**src/rtl/axi4_write_arbiter.sv**
```systemverilog
// Round-robin arbiter that shares one AXI4 slave write port among several
// write masters. One burst is in flight at a time. The owner keeps the grant
// from AW acceptance through its last W beat and the B response. s_wlast is
// derived from the accepted awlen, and any disagreement with the master's own
// wlast raises a sticky protocol_err.
//
// state | meaning
// IDLE  | no owner; pick the next requester round-robin from rr_ptr
// ADDR  | owner's AW channel routed to the slave, waiting for the handshake
// DATA  | owner's W channel routed; beats_left counts the remaining beats
// RESP  | slave B channel routed back to the owner; release on the handshake
module axi4_write_arbiter #(
  parameter int NO_OF_MASTERS = 2,
  parameter int ADDRESS_WIDTH = 32,
  parameter int DATA_WIDTH    = 32,
  parameter int ID_WIDTH      = 4
) (
  input  logic                                  aclk,
  input  logic                                  aresetn,
  // master-side AW
  input  logic [NO_OF_MASTERS-1:0]              m_awvalid,
  output logic [NO_OF_MASTERS-1:0]              m_awready,
  input  logic [NO_OF_MASTERS*ID_WIDTH-1:0]     m_awid,
  input  logic [NO_OF_MASTERS*ADDRESS_WIDTH-1:0] m_awaddr,
  input  logic [NO_OF_MASTERS*8-1:0]            m_awlen,
  input  logic [NO_OF_MASTERS*3-1:0]            m_awsize,
  input  logic [NO_OF_MASTERS*2-1:0]            m_awburst,
  // master-side W
  input  logic [NO_OF_MASTERS-1:0]              m_wvalid,
  output logic [NO_OF_MASTERS-1:0]              m_wready,
  input  logic [NO_OF_MASTERS*DATA_WIDTH-1:0]   m_wdata,
  input  logic [NO_OF_MASTERS*(DATA_WIDTH/8)-1:0] m_wstrb,
  input  logic [NO_OF_MASTERS-1:0]              m_wlast,
  // master-side B
  output logic [NO_OF_MASTERS-1:0]              m_bvalid,
  input  logic [NO_OF_MASTERS-1:0]              m_bready,
  output logic [ID_WIDTH-1:0]                   m_bid,
  output logic [1:0]                            m_bresp,
  // slave-side AW
  output logic                                  s_awvalid,
  input  logic                                  s_awready,
  output logic [ID_WIDTH-1:0]                   s_awid,
  output logic [ADDRESS_WIDTH-1:0]              s_awaddr,
  output logic [7:0]                            s_awlen,
  output logic [2:0]                            s_awsize,
  output logic [1:0]                            s_awburst,
  // slave-side W
  output logic                                  s_wvalid,
  input  logic                                  s_wready,
  output logic [DATA_WIDTH-1:0]                 s_wdata,
  output logic [DATA_WIDTH/8-1:0]               s_wstrb,
  output logic                                  s_wlast,
  // slave-side B
  input  logic                                  s_bvalid,
  output logic                                  s_bready,
  input  logic [ID_WIDTH-1:0]                   s_bid,
  input  logic [1:0]                            s_bresp,
  // status
  output logic [NO_OF_MASTERS-1:0]              grant,
  output logic                                  protocol_err
);

  localparam int STRB_WIDTH = DATA_WIDTH / 8;
  localparam int IDX_W      = (NO_OF_MASTERS > 1) ? $clog2(NO_OF_MASTERS) : 1;
  localparam logic [IDX_W:0]   NUM_M    = (IDX_W+1)'(NO_OF_MASTERS);
  localparam logic [IDX_W-1:0] LAST_IDX = IDX_W'(NO_OF_MASTERS - 1);

  typedef enum logic [1:0] {IDLE, ADDR, DATA, RESP} state_t;

  state_t                   state, state_nxt;
  logic [NO_OF_MASTERS-1:0] grant_q, grant_nxt;
  logic [IDX_W-1:0]         gidx, gidx_nxt;
  logic [IDX_W-1:0]         rr_ptr, rr_ptr_nxt;
  logic [7:0]               beats_left, beats_left_nxt;
  logic                     perr_q, perr_nxt;

  logic                     win_found;
  logic [IDX_W-1:0]         win_idx;
  logic [IDX_W:0]           cand;
  logic                     wlast_gen;

  logic                     sel_awvalid;
  logic [ID_WIDTH-1:0]      sel_awid;
  logic [ADDRESS_WIDTH-1:0] sel_awaddr;
  logic [7:0]               sel_awlen;
  logic [2:0]               sel_awsize;
  logic [1:0]               sel_awburst;
  logic                     sel_wvalid;
  logic [DATA_WIDTH-1:0]    sel_wdata;
  logic [STRB_WIDTH-1:0]    sel_wstrb;
  logic                     sel_wlast;
  logic                     sel_bready;

  assign grant        = grant_q;
  assign protocol_err = perr_q;
  assign wlast_gen    = (beats_left == 8'd0);

  // AND-OR mux of the owner's signals; an all-zero grant yields all zeros.
  always_comb begin
    sel_awvalid = 1'b0;
    sel_awid    = '0;
    sel_awaddr  = '0;
    sel_awlen   = '0;
    sel_awsize  = '0;
    sel_awburst = '0;
    sel_wvalid  = 1'b0;
    sel_wdata   = '0;
    sel_wstrb   = '0;
    sel_wlast   = 1'b0;
    sel_bready  = 1'b0;
    for (int i = 0; i < NO_OF_MASTERS; i++) begin
      if (grant_q[i]) begin
        sel_awvalid = sel_awvalid | m_awvalid[i];
        sel_awid    = sel_awid    | m_awid[i*ID_WIDTH +: ID_WIDTH];
        sel_awaddr  = sel_awaddr  | m_awaddr[i*ADDRESS_WIDTH +: ADDRESS_WIDTH];
        sel_awlen   = sel_awlen   | m_awlen[i*8 +: 8];
        sel_awsize  = sel_awsize  | m_awsize[i*3 +: 3];
        sel_awburst = sel_awburst | m_awburst[i*2 +: 2];
        sel_wvalid  = sel_wvalid  | m_wvalid[i];
        sel_wdata   = sel_wdata   | m_wdata[i*DATA_WIDTH +: DATA_WIDTH];
        sel_wstrb   = sel_wstrb   | m_wstrb[i*STRB_WIDTH +: STRB_WIDTH];
        sel_wlast   = sel_wlast   | m_wlast[i];
        sel_bready  = sel_bready  | m_bready[i];
      end
    end
  end

  // Round-robin search: first requester at or after rr_ptr, wrapping at N-1.
  always_comb begin
    win_found = 1'b0;
    win_idx   = '0;
    cand      = '0;
    for (int i = 0; i < NO_OF_MASTERS; i++) begin
      cand = {1'b0, rr_ptr} + (IDX_W+1)'(i);
      if (cand >= NUM_M) cand = cand - NUM_M;
      if (!win_found && m_awvalid[cand[IDX_W-1:0]]) begin
        win_found = 1'b1;
        win_idx   = cand[IDX_W-1:0];
      end
    end
  end

  // Next-state and channel routing; every channel is closed outside its state.
  always_comb begin
    state_nxt      = state;
    grant_nxt      = grant_q;
    gidx_nxt       = gidx;
    rr_ptr_nxt     = rr_ptr;
    beats_left_nxt = beats_left;
    perr_nxt       = perr_q;
    m_awready      = '0;
    m_wready       = '0;
    m_bvalid       = '0;
    m_bid          = '0;
    m_bresp        = '0;
    s_awvalid      = 1'b0;
    s_awid         = '0;
    s_awaddr       = '0;
    s_awlen        = '0;
    s_awsize       = '0;
    s_awburst      = '0;
    s_wvalid       = 1'b0;
    s_wdata        = '0;
    s_wstrb        = '0;
    s_wlast        = 1'b0;
    s_bready       = 1'b0;
    case (state)
      IDLE: begin
        if (win_found) begin
          grant_nxt = NO_OF_MASTERS'(1) << win_idx;
          gidx_nxt  = win_idx;
          state_nxt = ADDR;
        end
      end
      ADDR: begin
        s_awvalid       = sel_awvalid;
        s_awid          = sel_awid;
        s_awaddr        = sel_awaddr;
        s_awlen         = sel_awlen;
        s_awsize        = sel_awsize;
        s_awburst       = sel_awburst;
        m_awready[gidx] = s_awready;
        if (sel_awvalid && s_awready) begin
          beats_left_nxt = sel_awlen;
          state_nxt      = DATA;
        end
      end
      DATA: begin
        s_wvalid       = sel_wvalid;
        s_wdata        = sel_wdata;
        s_wstrb        = sel_wstrb;
        s_wlast        = wlast_gen;
        m_wready[gidx] = s_wready;
        if (sel_wvalid && s_wready) begin
          if (sel_wlast != wlast_gen) perr_nxt = 1'b1;
          if (wlast_gen) state_nxt = RESP;
          else           beats_left_nxt = beats_left - 8'd1;
        end
      end
      RESP: begin
        m_bvalid[gidx] = s_bvalid;
        m_bid          = s_bid;
        m_bresp        = s_bresp;
        s_bready       = sel_bready;
        if (s_bvalid && sel_bready) begin
          rr_ptr_nxt = (gidx == LAST_IDX) ? '0 : gidx + 1'b1;
          grant_nxt  = '0;
          state_nxt  = IDLE;
        end
      end
      default: state_nxt = IDLE;
    endcase
  end

  // FSM state register.
  always_ff @(posedge aclk or negedge aresetn) begin
    if (!aresetn) state <= IDLE;
    else          state <= state_nxt;
  end

  // Grant, pointer, beat counter and sticky error registers.
  always_ff @(posedge aclk or negedge aresetn) begin
    if (!aresetn) begin
      grant_q    <= '0;
      gidx       <= '0;
      rr_ptr     <= '0;
      beats_left <= '0;
      perr_q     <= 1'b0;
    end else begin
      grant_q    <= grant_nxt;
      gidx       <= gidx_nxt;
      rr_ptr     <= rr_ptr_nxt;
      beats_left <= beats_left_nxt;
      perr_q     <= perr_nxt;
    end
  end

endmodule

```
**config.mk**
```make
export PLATFORM = sky130hd
export DESIGN_NAME = axi4_write_arbiter
export DESIGN_NICKNAME = d
export VERILOG_FILES = /design/src/rtl/axi4_write_arbiter.sv
export SDC_FILE = /design/constraint.sdc
export NUM_CORES = 1
export LEC_CHECK = 0
export ABC_AREA = 1
export BUFFER_PORTS_ARGS = -buffer_cell sky130_fd_sc_hd__buf_4
export CAP_MARGIN = 5
export CORE_AREA = 3 3 114 116
export DETAILED_ROUTE_END_ITERATION = 7
export DIE_AREA = 0 0 117 119
export PLACE_DENSITY = 0.65
export SYNTH_ARGS = -nofsm -noshare
export SYNTH_HDL_FRONTEND = slang
export SYNTH_SLANG_ARGS = --single-unit
```
**constraint.sdc**
```tcl
create_clock -name aclk -period 1.8 [get_ports aclk]
set_input_delay 0 -clock aclk [delete_from_list [all_inputs] [get_ports aclk]]
set_output_delay 0 -clock aclk [all_outputs]
set_load 0.01 [all_outputs]
```
## After elaboration in Yosys (flattened, before gate mapping)

Index checks and enable logic that the tools add are counted.

- Register bits after elaboration: 15
- Latch bits: 0
- Bits in writable memories: 0
- Bits in read-only memories: 0
- Input port bits: 189
- Output and inout bits: 104
- Logic and storage cells: 121
- Memories: 0

- $add $sub $neg: 5
- Multipliers: 0
- Div/mod/pow operators: 0
- $lt $le $gt $ge: 6
- Equal/unequal tests: 10
- Shift-type cells: 1
- Muxes and demuxes: 63
- Bitwise logic cells: 14
- Reduce and logical (&&, ||, !) cells: 16

Operator list:

| operator | count |
|---|---|
| 32-bit 2-to-1 mux | 6 |
| 32-bit OR | 2 |
| 8-bit 2-to-1 mux | 6 |
| 4-bit 2-to-1 mux | 7 |
| 2-bit 2-to-1 mux | 13 |
| 1-bit 2-to-1 mux | 24 |
| 8-bit case mux with 2 select lines | 1 |
| 2-bit != test, second input constant | 6 |
| 3-bit 2-to-1 mux | 3 |
| 8-bit zero test | 1 |
| 4-bit OR | 2 |
| 8-bit OR | 1 |
| 2-bit case mux with 4 select lines | 1 |
| 8-bit by 1-bit subtractor with 8-bit output, second input constant | 1 |
| 2-bit AND | 3 |
| 1-bit by 2-bit < comparator with 1-bit output, second input constant | 3 |
| 3-bit AND reduction | 2 |
| 1-bit logical AND | 5 |
| 5-bit AND reduction | 1 |
| 2-bit == test, second input constant | 2 |
| 1-bit OR | 4 |
| 2-bit case mux with 2 select lines | 1 |
| 2-bit AND reduction | 2 |
| 4-bit AND reduction | 1 |
| other kinds (15) | 17 |

## Depth between registers and ports, before layout

- Depth in word-level cells: 11
- Depth in mapped cells: 10
- Mapped depth without buffers: 9

## Worst setup path before layout

No wires, ideal clock.

- Path kind: register to register
- Start: register beats_left[0]
- End: register beats_left[1]
- Library setup time: 0.119 ns
- Arrival: 1.261 ns
- Required time: 1.681 ns
- Setup slack: 0.420 ns
- Cell stages (with the launch flop): 11
- Path buffers: 1
- Cells stage by stage: dfrtp_1 -> inv_1 -> ha_1 -> nand2_1 -> nor2_1 -> nand3_1 -> nand2_1 -> nor2_2 -> buf_6 -> nand2_1 -> o21ai_2

- Word-level cells in the longest chain between the ends: 4
- Elaborated cells on any way between the ends: 7
- Those cells by class: 1 x add/sub; 1 x eq/ne; 3 x mux; 2 x reduce/logical

RTL lines:

| element | RTL line | RTL |
|---|---|---|
| from (decl) | 74 | `logic [7:0] beats_left, beats_left_nxt;` |
| from (signal assigned) | 233 | `beats_left <= beats_left_nxt;` |
| 8-bit by 1-bit subtractor with 8-bit output | 197 | `else beats_left_nxt = beats_left - 8'd1;` |
| 8-bit 2-to-1 mux | 196 | `if (wlast_gen) state_nxt = RESP;` |
| 8-bit 2-to-1 mux | 194 | `if (sel_wvalid && s_wready) begin` |
| 8-bit case mux with 2 select lines | 167 | `case (state)` |

Several ways; a longest one is shown, not always the timed one. The select of a mux whose other input is x is not followed.
A chain may end at the register's enable or synchronous reset.

## Worst setup path in the final report

- Start: register state[0]
- End: output port s_wdata[26]

- Word-level cells in the longest chain between the ends: 2

RTL lines:

| element | RTL line | RTL |
|---|---|---|
| from (decl) | 70 | `state_t state, state_nxt;` |
| from (signal assigned) | 218 | `else state <= state_nxt;` |
| 2-bit == test | 167 |  |
| 32-bit 2-to-1 mux | 167 |  |
| to (decl) | 50 | `output logic [DATA_WIDTH-1:0] s_wdata,` |

Every way passes these cells.

==> results.txt <==
Routed len/inst = 15.2 microns
Area grow syn2layout = 98.2%
Post-synthesis sequential area ratio = 15.3%
Initial core utilization = 20.4%
Die Span Y = 119 microns
Die W = 117 microns
DR vias = 4022
Placer congestion estimate = 0.873
Critical Path RT = 1800 ps
Clock Pin Slew Worst Setup and Hold Paths = 50 ps
Vias in the first global route = 3580
Worst reg2reg endpoint = beats_left[1]
Crit path DAT = 1690 ps
Clock Sinks = 15
Placed Area = 4760 sq um
Hold path cells = 4
DR iter-0 viols = 322
Most frequent cell after synthesis = nand2_1
Gate Count Post-Synth = 488
CP endpoint kind = output port
Post-detail-place hpwl = 11100 microns
Area leader, netlist = nand2_1
Pleak = 2.67 nW
Grt total ovfl = 0
CTS buffer count = 3
Vias per cell = 4.42
Critical path origin = state[0]
Worst relative slew slack = 72.4%
Synth area leaders = nand2_1 (36%), a21oi_1 (17%), dfrtp_1 (15%), inv_1 (7.0%), nor2_1 (4.4%)
Ant. Diodes = 0
Worst VDD drop = 0.000683 V
Rows = 40
Initial antenna violation count = 0
HP Class = in -> reg
Post-synthesis cell area = 2460 sq um
All-layer global routing usage = 17.5%
Maximum clock insertion buffer count = 2
Reg2Reg Depth = 10
Clk_skew = 2.28 ps
Max Fclk = 591 MHz
Total wire length = 13800 microns
Syn nets = 683
Layout Nets = 958
CP Max Fanout = 45
First-pass GRT wire length = 19500 microns
Post-route DRC violation count = 0
Clock latency on the worst-skew pair = 250 ps
Reg2reg start = beats_left[0]
Status = finished, final reports clean
RSZ-0062 raised after global routing = no
Capture point of the worst path = s_wdata[26]
R2r setup slk = 220 ps
Proportion of layout cells with a drive suffix above 1 = 41.5%
Hold Startpoint = m_awvalid[0]
Final hold vios = 0
CTS root buf = clkbuf_16
Synth Area per Inst = 5.03 sq um
Setup tns final = 0 ps
Slew @ Worst Pin = 414 ps
PwrDens = 1140 nW/um^2
Flops & latches, synth = 15
Post-route cell area = 4870 sq um
Crit start category = register
Slew Limit Fails = 0
Number of max-cap violations = 0
Final Critical Period = 1690 ps
List of most frequent post-synthesis cells = nand2_1 (234), a21oi_1 (83), inv_1 (46)
Die area = 13900 sq um
Most used DFF post-synth = dfrtp_1
Number of flops mapped to enable cells by yosys = 0
Post-route ant nets = 0
Core Region = 12000 sq um
H-tree Lvls = 1
Final setup viols = 0
CTS tree = built
Share of the synthesized area in the top cell type = 35.8%
Largest net degree at the start of global routing = 53
Port Buffers = 292
Setup CP Type = reg -> out
Synth cell types = 26
Fraction of registers with async set or reset after synthesis = 100%
Top Ports = 293
Final period util = 94.0%
Syn. warnings = 0
Pre-antenna DRT Iters = 7
cell families (layout without fill, tap and decap cells):
group,after synthesis,after routing,share of synthesized area (%)
compound gates,105,105,22.9
xor+xnor,1,1,0.357
fa+ha+maj,6,6,3.06
buf+inv,79,353,13.7
flops,15,15,15.3
simple gates,282,282,44.7
timing repair:
item,CTS,global route
hold endpoints to repair,15,0
hold buffers,1,0
buffers inserted,0,0
resized for setup,0,4
endpoints found under the setup margin,0,53
stage by stage:
step	utilization, %	hold WS (ps)	std cells	worst slack (ps)	power, mW
after floorplan	-	-296	488	420	3.30
after global placement	39.7	-127	904	292	5.12
after detailed placement	39.7	-126	904	237	5.12
after CTS	40.4	122	909	46.5	5.59
after global routing	40.5	168	909	38.4	6.09
final	40.5	133	909	108	5.56
layout by cell type (no fill, tap or decap), drive strengths merged:
master and instances:
clkbuf 4, a21boi 1, o21ai 11, nor3 2, buf 300, o21bai 2
or2 1, xor2 1, inv 47, nand2 234, dlygate4sd3 1, o22ai 5
nand3 12, clkinv 1, a21oi 83, nor2 31, dfrtp 15, nand4 2
ha 6, a22o 3
critical path, stage by stage, from the launching register on:
cell     delay (ps)
dfrtp_1         410
inv_1            90
ha_1            250
inv_1           120
buf_12          200
a21oi_1         190
buf_4           160
how the worst min path moves through the flow:
stage	slack, ps	to
after floorplan	-300	beats_left[0]
after global placement	-130	beats_left[2]
after detailed placement	-130	beats_left[2]
after CTS	120	gidx
final	130	gidx
after global routing	170	gidx
sequential cells by signal, summed over array words and instances (netlist names):
signal        flops
state             2
beats_left        8
rr_ptr            1
grant             2
gidx              1
protocol_err      1
final cells by class:
| cell class | count | area [sq um] |
|---|---|---|
| fill | 1327 | 7140 |
| timing repair buffer | 301 | 2290 |
| multi-input combinational | 394 | 1750 |
| sequential | 15 | 378 |
| tap | 147 | 184 |
| inverter | 48 | 180 |
| clock buffer | 4 | 78.8 |
layer usage:
metal	vias up	wire, microns	global-route usage [%]
met2	137	7330	33.6
met3	21	1020	2.69
li1	2072	-	-
met4	0	169	2.65
met5	-	0	0
met1	1792	5300	20.4
power breakdown:
group	leakage, nW	internal, mW	switching [mW]
sequential	0.186	0.498	0.174
clock	0.0382	0.300	0.139
combinational	2.44	1.80	2.65
total	2.67	2.60	2.96
No activity file was read; power rests on OpenSTA's default activity.
